[src/rtl/sim_search_pkg.sv]
// Shared types and IEEE-754 single-precision helpers for the similarity argmax search.
// Shared by the comparator and the search top; see SIM_ARGMAX_TOPTWO_EN in sim_argmax_search.
package sim_search_pkg;

    typedef logic [1:0] SimArgmax_State_t;

    localparam SimArgmax_State_t S_IDLE  = 2'd0;
    localparam SimArgmax_State_t S_READ  = 2'd1;
    localparam SimArgmax_State_t S_DRAIN = 2'd2;
    localparam SimArgmax_State_t S_DONE  = 2'd3;

    localparam logic [31:0] FP_EXP_MASK = 32'h7F80_0000;
    localparam logic [31:0] FP_MAN_MASK = 32'h007F_FFFF;

    // Maps a float onto an unsigned key whose integer order matches numeric order.
    function automatic logic [31:0] fp_order_key(input logic [31:0] x);
        return x[31] ? ~x : (x ^ 32'h8000_0000);
    endfunction

endpackage

[src/rtl/sim_fp_compare.sv]
// Combinational IEEE-754 single compare: a > b under total order, with +0 == -0, plus NaN flags.
module sim_fp_compare
    import sim_search_pkg::*;
(
    input  logic [31:0] a,
    input  logic [31:0] b,
    output logic        a_gt_b,
    output logic        a_is_nan,
    output logic        b_is_nan
);

    logic both_zero;

    assign a_is_nan  = ((a & FP_EXP_MASK) == FP_EXP_MASK) && ((a & FP_MAN_MASK) != 32'd0);
    assign b_is_nan  = ((b & FP_EXP_MASK) == FP_EXP_MASK) && ((b & FP_MAN_MASK) != 32'd0);

    // The raw keys order -0 below +0, so equal-magnitude zeros are forced to compare equal.
    assign both_zero = (a[30:0] == 31'd0) && (b[30:0] == 31'd0);
    assign a_gt_b    = !both_zero && (fp_order_key(a) > fp_order_key(b));

endmodule

[src/rtl/sim_argmax_search.sv]
// Scans a window of the similarity DPRAM and reports index/value of the maximum entry.
// Define SIM_ARGMAX_TOPTWO_EN to also track and report the runner-up.
module sim_argmax_search
    import sim_search_pkg::*;
#(
    parameter int SIM_DATA_WIDTH    = 32,
    parameter int SIM_ADDRESS_WIDTH = 5,
    parameter int RAM_READ_LATENCY  = 2
) (
    input  logic                         clk,
    input  logic                         reset_n,
    input  logic                         valid,
    input  logic [SIM_ADDRESS_WIDTH-1:0] base_addr,
    input  logic [SIM_ADDRESS_WIDTH:0]   count,
    output logic [SIM_ADDRESS_WIDTH-1:0] s_address,
    input  logic [SIM_DATA_WIDTH-1:0]    s_data_rd,
    output logic                         done,
    output logic                         found,
    output logic [SIM_ADDRESS_WIDTH-1:0] best_index,
    output logic [SIM_DATA_WIDTH-1:0]    best_value
`ifdef SIM_ARGMAX_TOPTWO_EN
    ,
    output logic [SIM_ADDRESS_WIDTH-1:0] second_index,
    output logic [SIM_DATA_WIDTH-1:0]    second_value
`endif
);

    SimArgmax_State_t             state_reg;
    logic [SIM_ADDRESS_WIDTH:0]   remaining_reg;
    logic [SIM_ADDRESS_WIDTH-1:0] s_address_reg;
    logic                         done_reg;
    logic                         found_reg;
    logic [SIM_ADDRESS_WIDTH-1:0] best_index_reg;
    logic [SIM_DATA_WIDTH-1:0]    best_value_reg;

    logic                         run_have_reg;
    logic [SIM_ADDRESS_WIDTH-1:0] run_idx_reg;
    logic [SIM_DATA_WIDTH-1:0]    run_val_reg;

    logic [RAM_READ_LATENCY-1:0]  tag_valid_reg;
    logic [SIM_ADDRESS_WIDTH-1:0] tag_addr_reg [RAM_READ_LATENCY];
    logic                         pipe_head_busy;

    logic                         tag_out_valid;
    logic [SIM_ADDRESS_WIDTH-1:0] tag_out_addr;
    logic                         gt_best;
    logic                         new_is_nan;
    logic                         best_nan_unused;
    logic                         take_best;
    logic                         start;

    assign start         = (state_reg == S_IDLE) && valid;
    assign tag_out_valid = tag_valid_reg[RAM_READ_LATENCY-1];
    assign tag_out_addr  = tag_addr_reg[RAM_READ_LATENCY-1];

    // Tag pipe mirrors the RAM latency so each returning word arrives with its address.
    always_ff @(posedge clk or negedge reset_n) begin
        if (!reset_n) begin
            tag_valid_reg <= '0;
            for (int j = 0; j < RAM_READ_LATENCY; j++) begin
                tag_addr_reg[j] <= '0;
            end
        end else begin
            tag_valid_reg[0] <= (state_reg == S_READ);
            tag_addr_reg[0]  <= s_address_reg;
            for (int j = 1; j < RAM_READ_LATENCY; j++) begin
                tag_valid_reg[j] <= tag_valid_reg[j-1];
                tag_addr_reg[j]  <= tag_addr_reg[j-1];
            end
        end
    end

    // The last stage is being compared this cycle, so only earlier stages keep DRAIN waiting.
    generate
        if (RAM_READ_LATENCY > 1) begin : g_head_busy
            assign pipe_head_busy = |tag_valid_reg[RAM_READ_LATENCY-2:0];
        end else begin : g_no_head
            assign pipe_head_busy = 1'b0;
        end
    endgenerate

    sim_fp_compare u_cmp_best (
        .a        (s_data_rd),
        .b        (run_val_reg),
        .a_gt_b   (gt_best),
        .a_is_nan (new_is_nan),
        .b_is_nan (best_nan_unused)
    );

    assign take_best = tag_out_valid && !new_is_nan && (!run_have_reg || gt_best);

`ifdef SIM_ARGMAX_TOPTWO_EN
    logic                         sec_have_reg;
    logic [SIM_ADDRESS_WIDTH-1:0] sec_idx_reg;
    logic [SIM_DATA_WIDTH-1:0]    sec_val_reg;
    logic [SIM_ADDRESS_WIDTH-1:0] second_index_reg;
    logic [SIM_DATA_WIDTH-1:0]    second_value_reg;
    logic                         gt_sec;
    logic                         sec_a_nan_unused;
    logic                         sec_b_nan_unused;
    logic                         take_sec;

    sim_fp_compare u_cmp_second (
        .a        (s_data_rd),
        .b        (sec_val_reg),
        .a_gt_b   (gt_sec),
        .a_is_nan (sec_a_nan_unused),
        .b_is_nan (sec_b_nan_unused)
    );

    assign take_sec = tag_out_valid && !new_is_nan && !take_best && (!sec_have_reg || gt_sec);

    always_ff @(posedge clk or negedge reset_n) begin
        if (!reset_n) begin
            sec_have_reg     <= 1'b0;
            sec_idx_reg      <= '0;
            sec_val_reg      <= '0;
            second_index_reg <= '0;
            second_value_reg <= '0;
        end else begin
            if (start) begin
                sec_have_reg <= 1'b0;
                sec_idx_reg  <= base_addr;
                sec_val_reg  <= '0;
            end else if (take_best && run_have_reg) begin
                sec_have_reg <= 1'b1;
                sec_idx_reg  <= run_idx_reg;
                sec_val_reg  <= run_val_reg;
            end else if (take_sec) begin
                sec_have_reg <= 1'b1;
                sec_idx_reg  <= tag_out_addr;
                sec_val_reg  <= s_data_rd;
            end
            if (state_reg == S_DONE) begin
                second_index_reg <= sec_idx_reg;
                second_value_reg <= sec_val_reg;
            end
        end
    end

    assign second_index = second_index_reg;
    assign second_value = second_value_reg;
`endif

    always_ff @(posedge clk or negedge reset_n) begin
        if (!reset_n) begin
            state_reg      <= S_IDLE;
            remaining_reg  <= '0;
            s_address_reg  <= '0;
            done_reg       <= 1'b1;
            found_reg      <= 1'b0;
            best_index_reg <= '0;
            best_value_reg <= '0;
            run_have_reg   <= 1'b0;
            run_idx_reg    <= '0;
            run_val_reg    <= '0;
        end else begin
            case (state_reg)
                S_IDLE: begin
                    if (valid) begin
                        done_reg <= 1'b0;
                        if (count == '0) begin
                            state_reg <= S_DONE;
                        end else begin
                            state_reg     <= S_READ;
                            s_address_reg <= base_addr;
                            remaining_reg <= count - 1'b1;
                        end
                    end
                end
                S_READ: begin
                    if (remaining_reg == '0) begin
                        state_reg <= S_DRAIN;
                    end else begin
                        s_address_reg <= s_address_reg + 1'b1;
                        remaining_reg <= remaining_reg - 1'b1;
                    end
                end
                S_DRAIN: begin
                    if (!pipe_head_busy) begin
                        state_reg <= S_DONE;
                    end
                end
                default: begin
                    done_reg       <= 1'b1;
                    found_reg      <= run_have_reg;
                    best_index_reg <= run_idx_reg;
                    best_value_reg <= run_val_reg;
                    state_reg      <= S_IDLE;
                end
            endcase

            if (start) begin
                run_have_reg <= 1'b0;
                run_idx_reg  <= base_addr;
                run_val_reg  <= '0;
            end else if (take_best) begin
                run_have_reg <= 1'b1;
                run_idx_reg  <= tag_out_addr;
                run_val_reg  <= s_data_rd;
            end
        end
    end

    assign s_address  = s_address_reg;
    assign done       = done_reg;
    assign found      = found_reg;
    assign best_index = best_index_reg;
    assign best_value = best_value_reg;

endmodule
[config.mk]
export PLATFORM = sky130hd
export DESIGN_NAME = sim_argmax_search
export DESIGN_NICKNAME = d
export VERILOG_FILES = /design/src/rtl/sim_search_pkg.sv /design/src/rtl/sim_fp_compare.sv /design/src/rtl/sim_argmax_search.sv
export SDC_FILE = /design/constraint.sdc
export NUM_CORES = 1
export LEC_CHECK = 0
export CAP_MARGIN = 10
export CORE_MARGIN = 2
export CORE_UTILIZATION = 40
export DETAILED_ROUTE_END_ITERATION = 16
export GPL_TIMING_DRIVEN = 0
export HOLD_SLACK_MARGIN = 0.08
export PLACE_DENSITY = 0.66
export SYNTH_ARGS = -nofsm -noshare
export SYNTH_HDL_FRONTEND = slang
export SYNTH_SLANG_ARGS = --single-unit
[constraint.sdc]
create_clock -name clk -period 5.49 [get_ports clk]
set_clock_uncertainty 0.15 [all_clocks]
set_input_delay 0.8235 -clock clk [delete_from_list [all_inputs] [get_ports clk]]
set_output_delay 0.8235 -clock clk [all_outputs]
set_load 0.01 [all_outputs]
==> results of run 1 <==
==> where the power goes <==
part           internal [W]  total, W  switching, W
Clock              0.000319  0.000635      0.000316
Sequential          0.00115   0.00148      0.000328
Combinational       0.00127   0.00242       0.00115
Total               0.00274   0.00453       0.00179
==> worst paths after layout <==
path	slack [ns]	endpoint	startpoint	cells past startpoint
min	0.20	tag_out_addr[3]	tag_addr_reg[8]	0
max in group asynchronous	4.22	done	reset_n	2
min in group asynchronous	0.26	run_val_reg[19]	reset_n	1
min reg2reg	0.20	tag_out_addr[3]	tag_addr_reg[8]	0
max	1.94	run_val_reg[5]	s_data_rd[31]	11
max reg2reg	2.04	run_val_reg[5]	run_val_reg[31]	11
==> critical path: cells and delay by family <==
kind	cells	cell delay, ns
buf+inv	4	1.28
compound gates	2	0.43
simple gates	2	0.42
fa+ha+maj	1	0.33
mux	1	0.21
xor+xnor	1	0.18
==> cells in the mapped netlist, types with 2 or more instances <==
| cell | number | area, um^2 |
|---|---|---|
| dfrtp_1 | 101 | 2530 |
| nand2_1 | 51 | 191 |
| mux2_2 | 49 | 552 |
| inv_1 | 40 | 150 |
| ha_1 | 39 | 488 |
| mux2i_1 | 36 | 360 |
| xor2_1 | 33 | 289 |
| xnor2_1 | 32 | 280 |
| a21oi_1 | 25 | 125 |
| o21ai_0 | 17 | 85.1 |
| clkbuf_1 | 16 | 60.1 |
| nand4_1 | 16 | 100 |
| nor4_1 | 15 | 93.8 |
| nand3_1 | 11 | 55.1 |
| nor2_1 | 9 | 33.8 |
| nor3_1 | 6 | 30.0 |
| buf_1 | 4 | 15.0 |
| o22ai_1 | 4 | 25.0 |
| a21o_1 | 3 | 22.5 |
| buf_8 | 3 | 45.0 |
| o211ai_1 | 3 | 22.5 |
| a31oi_1 | 2 | 12.5 |
| nor4_2 | 2 | 25.0 |
==> per-layer routing <==
layer | share of wire | vias up | track usage
met4 | 0.019 | 0 | 0.0628
met2 | 0.48 | 104 | 0.305
met3 | 0.055 | 18 | 0.0485
met1 | 0.45 | 2121 | 0.228
met5 | 0 | - | 0
li1 | - | 2085 | -
==> cell families (layout without fill, tap and decap cells) <==
kind of cell               count (synthesis)  after routing
and+or+nand+nor                          116            116
muxes                                     85             85
adders and majority gates                 39             39
DFF                                      102            102
buffers and inverters                     64            169
xor gates and xnor gates                  65             65
AOI/OAI and AO/OA                         68             68
==> layout by cell type, fill, tap and decap left out, types with 11 or more instances in the layout <==
cell type | synthesis | routed
a21oi_1 | 25 | 25
clkbuf_1 | 16 | 16
clkdlybuf4s50_1 | 0 | 87
dfrtp_1 | 101 | 101
ha_1 | 39 | 39
inv_1 | 40 | 40
mux2_2 | 49 | 49
mux2i_1 | 36 | 36
nand2_1 | 51 | 51
nand3_1 | 11 | 11
nand4_1 | 16 | 16
nor4_1 | 15 | 15
o21ai_0 | 17 | 17
xnor2_1 | 32 | 32
xor2_1 | 33 | 33
==> cell type report <==
type                    count  area, um^2  area share
plain buffers              24         131      0.0182
clock buffers               9         225      0.0312
clock inverters             7        63.8     0.00885
inverters                  40         150      0.0208
multi-input cells         373        2960       0.410
flip-flops and latches    102        2550       0.354
well taps                 180         225      0.0312
repair buffers             89         906       0.126
==> metrics by stage <==
step                       util  instance area, um^2  worst slack, ns  hold WS, ns  setup TNS (ns)
final                     0.516                 7210             1.94        0.203               0
after global routing      0.516                 7210             1.74        0.214               0
after CTS                 0.516                 7210             1.92        0.203               0
after detailed placement  0.495                 6920             1.55        0.185               0
after global placement    0.493                 6900           -0.387        0.182          -37.88
after floorplan               -                 5790             2.15        0.181               0
==> summary.md, run 1 <==
| Metric | Value |
|---|---|
| Site Rows | `43` |
| Pwr dens | `628 nW/um^2` |
| Hold Path Class | `reg -> reg` |
| I/O Pins | `90` |
| Ys flop type | `dfrtp_1` |
| Post-synthesis xor/xnor area fraction | `0.0983` |
| Crit path time final | `3.55 ns` |
| Crit. End Element | `flop` |
| Netlist cell types | `45` |
| Number of vias per cell | `between 5 and 6` |
| Simple-Gate Fraction of Synth Area | `0.0983` |
| TritonCTS clock tree | `built` |
| Post-Layout Cell Count | `824` |
| Hold Violations, Final | `0` |
| Avg Synthesized Cell Area | `10.7 um^2` |
| Largest net degree at the start of global routing | `72` |
| Syn Inst Count | `approximately 540` |
| Core footprint | `14000 um^2` |
| Setup violations, final | `0` |
| Die X | `~120 um` |
| Share of async-settable or async-resettable flops after synthesis | `1.00` |
| Clk pin slew, worst setup/hold paths | `0.08 ns` |
| CTS Root Cell | `clkbuf_16` |
| Synth Register Bits | `102` |
| Outcome | `complete, no violations` |
| Largest family of logic cells by synthesized area | `multiplexers` |
| Slowest stage delay, CP | `roughly 0.66 ns` |
| Most common cell on crit path | `clkbuf_1` |
| Synth-to-Final Area Change | `24.5%` |
| DR DRC count | `0` |
| WL/cell | `approximately 16 um` |
| Synth Area in Compound Gates | `0.0722` |
| Layout fillers | `1291` |
| Fmax | `roughly 0.28 GHz` |
| Final period util | `0.646` |
| Post-Synth Adder-Cell Area | `0.0843` |
| First-pass GRT wire length | `between 20000 and 25000 um` |
| Final GP Congestion | `0.877` |
| RSZ-0062 raised after global routing | `no` |
| Antenna Cells | `0` |
| Antenna Violating Nets Remaining | `0` |
| Vias in the first global route | `4582` |
| Mux contribution to synthesized area | `0.157` |
| Critical Path RT | `around 5.6 ns` |
| Syn Std Cell Area | `about 5800 um^2` |
| Seq/Total Area, Yosys | `0.441` |
| Placed Cells | `roughly 800` |
| Starting density of the core | `0.414` |
| Initial DRC Count | `248` |
| Overall die height | `124 um` |
| Post-CTS sizing | `0` |
| YS warnings | `0` |
| Post-CTS Setup Bufs | `0` |
| Post-synth EDFFs | `0` |
| Clk_lat worst skew | `0.36 ns` |
| Worst path cell trace | `clkbuf_1 > clkbuf_1 > xor2_1 > ha_1 > nand4_1 > nor3_1 > o311ai_0 > a31oi_1 > buf_6 > buf_8 > mux2i_1` |
| Placed wire-length estimate | `10300 um` |
| Syn_nets | `624` |
| Clock buffer depth | `2` |
| Initial antenna violation count | `0` |
| IO buf count | `88` |
| Peak VDD IR | `0.269 mV` |
| Slowest stage cell, crit path | `clkbuf_1` |
| Final net count | `724` |
| Clock net sink count | `102` |
| WP data arrival | `3.68 ns` |
| Final wirelength | `roughly 14000 um` |
| Fraction of layout cells with a size suffix above 1 | `0.118` |
| Post-CTS Hold Buffers | `0` |
| CTS H-tree lvls | `3` |
| GRT Total Usage | `0.182` |
| Number of CTS-inserted buffers | `9` |
| Die ar. | `15500 um^2` |
| Max-cap violation count | `0` |
| Slew @ Worst Pin | `0.808 ns` |
| CP Max Fanout | `10` |
| Setup crit start kind | `input port` |
| Via count of the routed design | `4328` |
| Pleak | `3.12 nW` |
| Total gr overflow | `0` |
| DRT Pass-1 Iters | `4` |
| Slew headroom | `0.461` |
| Critical path type | `in -> reg` |
| Design Power | `approximately 0.0045 W` |
| Final Max Slew Viols | `0` |
Power figures use the tool's default switching activity.
==> run 2, diff against run 1 <==
==> constraint.sdc (replaced) <==
create_clock -name clk -period 3.43 [get_ports clk]
set_clock_uncertainty 0.15 [all_clocks]
set_input_delay 0.5145 -clock clk [delete_from_list [all_inputs] [get_ports clk]]
set_output_delay 0.5145 -clock clk [all_outputs]
set_load 0.01 [all_outputs]
==> run 2 against run 1 <==
Net effect: design area is 0.21% higher; sequential power up 60%; count of clock-buffer cells in the layout is the same; worst setup slack worse by 1.7 ns; cell count is 0.12% higher; sequential cell count unchanged; non-clock buffer count increased by 1; sequential share of layout area shrank 0.074 points; via count is 0.14% lower; total power grew 60%; largest cell class unchanged; largest power group unchanged.
==> summary.md, run 2 (synthesis results as in run 1) <==
| Metric | Value |
|---|---|
| Final WS setup | `between 0.2 and 0.25 ns` |
| Clock buffer depth | `2` |
| Fraction of layout cells with a size suffix above 1 | `0.124` |
| WP data arrival | `between 3 and 4 ns` |
| Antenna Cells | `0` |
| Max-cap violation count | `0` |
| Overall die height | `124 um` |
| Vias in the first global route | `around 4600` |
| Placement Cell Area | `6920 um^2` |
| Synth-to-Final Area Change | `24.8%` |
| Clk_lat worst skew | `0.36 ns` |
| Hold Violations, Final | `0` |
| Layout Utilization | `0.517` |
| Site Rows | `43` |
| Placed wire-length estimate | `10300 um` |
| Worst reg2reg setup slack | `0.27 ns` |
| Clk pin slew, worst setup/hold paths | `around 0.08 ns` |
| Die X | `124 um` |
| Die ar. | `roughly 15000 um^2` |
| Starting density of the core | `0.414` |
| Initial DRC Count | `252` |
| Total gr overflow | `0` |
| Initial antenna violation count | `0` |
| CTS Root Cell | `clkbuf_16` |
| Critical Path RT | `3.56 ns` |
| Post-route cell area | `a little over 7000 um^2` |
| Final wirelength | `13600 um` |
| Number of CTS-inserted buffers | `9` |
| Final hold slack | `a little over 0.2 ns` |
| Register area | `2550 um^2` |
| I/O Pins | `90` |
| GRT Total Usage | `0.182` |
| Pre-CTS setup slack | `-0.202 ns` |
| Final period util | `0.931` |
| WL/cell | `16.5 um` |
| Slew @ Worst Pin | `between 0.7 and 0.8 ns` |
| CP Max Fanout | `10` |
| Multi-input gate area | `about 3000 um^2` |
| Fmax | `about 0.31 GHz` |
| Commonest non-fill, non-tap cell in the layout | `dfrtp_1` |
| DR DRC count | `0` |
| Outcome | `complete, no violations` |
| Most frequent cells in the layout | `dfrtp_1 (101), clkdlybuf4s50_1 (87), nand2_1 (51), mux2_2 (49), inv_1 (40)` |
| Number of vias per cell | `between 5 and 6` |
| CTS H-tree lvls | `3` |
| DRT Pass-1 Iters | `4` |
| TritonCTS clock tree | `built` |
| Pwr dens | `1010 nW/um^2` |
| Layout fillers | `1286` |
| Final net count | `725` |
| First-pass GRT wire length | `22700 um` |
| RSZ-0062 raised after global routing | `no` |
| Largest net degree at the start of global routing | `72` |
| Core footprint | `14000 um^2` |
| Slew headroom | `0.496` |
| IO buf count | `88` |
| Via count of the routed design | `4322` |
| Setup violations, final | `0` |
| Post-CTS Setup Bufs | `0` |
| Crit path time final | `approximately 3.2 ns` |
| Peak VDD IR | `0.430 mV` |
| Crit. End Element | `flop` |
| Final Max Slew Viols | `0` |
| Final GP Congestion | `0.877` |
| Clock net sink count | `between 100 and 150` |
| Critical path type | `in -> reg` |
| Pleak | `3.14 nW` |
| Antenna Violating Nets Remaining | `0` |
| Setup crit start kind | `input port` |
| Hold Path Class | `reg -> reg` |
[run 2: changes by cell type in the layout (fill, tap and decap cells not counted)]
cell | previous run | this run
buf_1 | 4 | 1
buf_2 | 0 | 2
clkbuf_2 | 0 | 2
clkbuf_1 | 16 | 15
dlygate4sd3_1 | 0 | 1
[run 2: layer usage]
layer	up-vias	global-route usage	wire length, um
met5	-	0	0
met4	0	0.0628	250
met3	18	0.0485	678
met2	101	0.305	6500
met1	2117	0.228	6170
li1	2086	-	-
[run 2: repair_timing]
item | 4_1_cts | 5_1_grt
setup endpoints to repair | 36 | 36
gates resized for setup | 2 | 3
hold buffers | 1 | 0
pin swaps | 0 | 0
endpoints found under the hold margin | 31 | 0
[run 2: area by class of cell]
cell class                      count  share of cell area
Inverter                           40              0.0208
Tap cell                          180              0.0312
Clock buffer                        9              0.0312
Clock inverter                      7             0.00883
Timing Repair Buffer               90               0.127
Sequential cell                   102               0.353
Buffer                             24              0.0189
Multi-Input combinational cell    373               0.409
[run 2: worst paths after layout]
kind,from,to,cells past startpoint
setup / recovery,s_data_rd[31],run_val_reg[5],11
hold / removal,tag_addr_reg[8],tag_out_addr[3],0
setup reg to reg,run_val_reg[31],run_val_reg[5],11
hold reg to reg,tag_addr_reg[8],tag_out_addr[3],0
max in group asynchronous,reset_n,done,3
min in group asynchronous,reset_n,run_val_reg[19],2
[run 2: per-stage QoR]
stage / total power [W] / instances / setup TNS [ns]
after floorplan: 0.00493 / 539 / 0
after global placement: 0.00610 / 807 / -218.97
after detailed placement: 0.00627 / 808 / -6.29
after CTS: 0.00732 / 825 / 0
after global routing: 0.00785 / 825 / 0
final: 0.00727 / 825 / 0
[run 2: report_power, final]
group	total, W	internal, W	switching, W	leakage [nW]
registers	0.00237	0.00184	0.000526	1.22
clock network	0.00102	0.000510	0.000505	0.142
logic	0.00389	0.00204	0.00184	1.78
total	0.00727	0.00439	0.00288	3.14
[run 2: worst max-delay path, stage by stage]
cell      delay, ns
clkbuf_1       0.23
clkbuf_1       0.62
xor2_1         0.16
ha_1           0.34
nand4_1        0.20
nor3_1         0.23
o311ai_0       0.20
a31oi_1        0.23
buf_6          0.22
buf_8          0.18
mux2i_1        0.21
==> run 3, diff against run 2 <==
--- a/config.mk
+++ b/config.mk
@@ -6,7 +6,7 @@
 export NUM_CORES = 1
 export LEC_CHECK = 0
 export CAP_MARGIN = 10
-export CORE_MARGIN = 2
+export CORE_MARGIN = 3
 export CORE_UTILIZATION = 40
 export DETAILED_ROUTE_END_ITERATION = 16
 export GPL_TIMING_DRIVEN = 0
==> run 3 against run 2 <==
Net effect: critical path depth grew 1; sequential cell count is the same; combinational power is essentially flat; cell count shrank 0.12%; sequential power is essentially flat; worst setup slack gained 0.10 ns; count of clock-buffer cells in the layout is the same; hold slack lost 0.0040 ns; via count grew 0.25%; sequential share of layout area grew 0.055 points; wire length is essentially flat; first-iteration DRC count grew 2.0%; critical endpoint is now run_val_reg[25]; largest cell class unchanged.
==> summary.md, run 3 (synthesis results as in run 1) <==
| Metric | Value |
|---|---|
| CP Max Fanout | `10` |
| Outcome | `complete, no violations` |
| CTS H-tree lvls | `3` |
| Hold Path Class | `reg -> reg` |
| Largest net degree at the start of global routing | `72` |
| TritonCTS clock tree | `built` |
| RSZ-0062 raised after global routing | `no` |
| Clk network pwr share | `0.133` |
| IO buf count | `88` |
| Layout Utilization | `0.514` |
| Design Power | `0.00721 W` |
| Total gr overflow | `0` |
| Pre-CTS setup slack | `-0.135 ns` |
| Placed wire-length estimate | `10300 um` |
| Overall die height | `126 um` |
| Post-route cell area | `7220 um^2` |
| Worst path cell trace | `clkbuf_1 > clkbuf_2 > xnor2_1 > ha_1 > nor2b_1 > o211ai_1 > a21oi_1 > o311ai_0 > a31oi_1 > buf_6 > buf_8 > mux2i_1` |
| Fmax | `roughly 0.32 GHz` |
| Worst hold stages | `0` |
| Starting density of the core | `0.412` |
| Slew @ Worst Pin | `about 0.65 ns` |
| Final period util | `0.901` |
| Synth-to-Final Area Change | `24.6%` |
| Total internal power | `about 0.0044 W` |
| Antenna Violating Nets Remaining | `0` |
| Slowest stage delay, CP | `~0.37 ns` |
| WP data arrival | `3.21 ns` |
| Setup violations, final | `0` |
| Critical Path RT | `~3.6 ns` |
| Hold Violations, Final | `0` |
| Comb power frac | `0.539` |
| Crit. End Element | `flop` |
| Site Rows | `43` |
| Reg power frac | `0.328` |
| Most frequent cells in the layout | `dfrtp_1 (101), clkdlybuf4s50_1 (87), nand2_1 (51), mux2_2 (49), inv_1 (40)` |
| Register-to-Register Path Depth | `12` |
| Final wirelength | `13600 um` |
| WL/cell | `between 15 and 20 um` |
| Pwr dens | `approximately 1000 nW/um^2` |
| DRT Pass-1 Iters | `6` |
| Hold path endpoint | `tag_out_addr[2]` |
| Slowest stage cell, crit path | `clkbuf_2` |
| Crit path time final | `slightly above 3 ns` |
| Peak VDD IR | `0.379 mV` |
| Commonest non-fill, non-tap cell in the layout | `dfrtp_1` |
| Clk_lat worst skew | `around 0.36 ns` |
| Via count of the routed design | `4333` |
| Placement Cell Area | `6920 um^2` |
| Number of vias per cell | `around 5.3` |
| Critical path type | `reg -> reg` |
| Die ar. | `about 16000 um^2` |
| Initial DRC Count | `about 260` |
| Antenna Cells | `0` |
| Placed Cells | `808` |
| Final WS setup | `0.341 ns` |
| Max-cap violation count | `0` |
| Number of CTS-inserted buffers | `9` |
| Reg2reg end | `run_val_reg[25]` |
| Die X | `126 um` |
| Sw power | `0.00283 W` |
| Switching Share | `0.393` |
| DR DRC count | `0` |
| Worst reg2reg setup slack | `0.34 ns` |
| Post-Layout Cell Count | `around 800` |
| Core footprint | `14000 um^2` |
| Slew headroom | `0.569` |
| First-pass GRT wire length | `around 23000 um` |
| I/O Pins | `90` |
| Hold_sp | `tag_addr_reg[7]` |
| Clock net sink count | `102` |
| Clock buffer depth | `2` |
| Pleak | `3.12 nW` |
| Final Max Slew Viols | `0` |
| GRT Total Usage | `0.176` |
| Final net count | `725` |
| Clk pin slew, worst setup/hold paths | `0.07 ns` |
| Fraction of layout cells with a size suffix above 1 | `0.126` |
| Final GP Congestion | `0.884` |
| Worst reg2reg startpoint | `run_val_reg[31]` |
| CTS Root Cell | `clkbuf_16` |
| Initial antenna violation count | `0` |
| Setup crit start kind | `flop` |
| Vias in the first global route | `4414` |
[run 3: changes by cell type in the layout (fill, tap and decap cells not counted), sizes merged]
cell and delta:
clkinv -1, buf -1, clkinvlp +3, clkbuf +1, inv -3
[run 3: area by class of cell]
cell class / count / area, um^2
fill: 1250 / 6830
timing repair buffer: 90 / 916
multi-input combinational: 373 / 2960
inverter: 40 / 150
clock buffer: 9 / 225
clock inverter: 6 / 47.5
tap: 180 / 225
buffer: 24 / 141
sequential: 102 / 2550
[run 3: worst max path at each step]
| stage | from | end | slack (ns) | cells after the start |
|---|---|---|---|---|
| 2_1_floorplan | s_data_rd[31] | run_idx_reg[0] | 0.40 | 10 |
| 3_3_place_gp | reset_n | s_address[4] | -2.16 | 1 |
| 3_5_place_dp | s_data_rd[31] | run_val_reg[12] | -0.14 | 11 |
| 4_1_cts | run_val_reg[31] | run_val_reg[25] | 0.02 | 11 |
| 5_1_grt | run_val_reg[31] | run_val_reg[13] | 0.01 | 11 |
| 6_report | run_val_reg[31] | run_val_reg[25] | 0.34 | 12 |
[run 3: metal layers]
metal	global-route usage	vias up	wire, um
met3	0.0396	23	771
met4	0.0789	0	372
met2	0.284	142	6450
met1	0.228	2079	6010
li1	-	2089	-
met5	0	-	0
[run 3: metrics by stage]
step,setup TNS [ns],hold WS (ns)
after floorplan,0,0.0689
after global placement,-221.32,0.181
after detailed placement,-4.05,0.186
after CTS,0,0.202
after global routing,0,0.205
final,0,0.199
[run 3: power by group through the flow]
stage,Combinational [W],Clock (W),Sequential (W)
floorplan,0.00257,0,0.00236
detailed placement,0.00388,0,0.00239
CTS,0.00391,0.000996,0.00237
global route,0.00432,0.00104,0.00246
global placement,0.00374,0,0.00236
finish,0.00388,0.000962,0.00236
[run 3: worst max-delay path: cells and delay by family (launching register included)]
kind            cells  cell delay (ns)
simple gates        1             0.14
flops               1             0.34
compound gates      4             0.77
fa+ha+maj           1             0.26
buf+inv             4             1.00
mux                 1             0.17
xor+xnor            1             0.17
[run 3: timing repair]
action / in CTS / in global routing
setup endpoints to repair: 0 / 37
endpoints found under the hold margin: 31 / 0
gates resized for setup: 0 / 12
buffers inserted: 0 / 0
hold buffers: 1 / 0
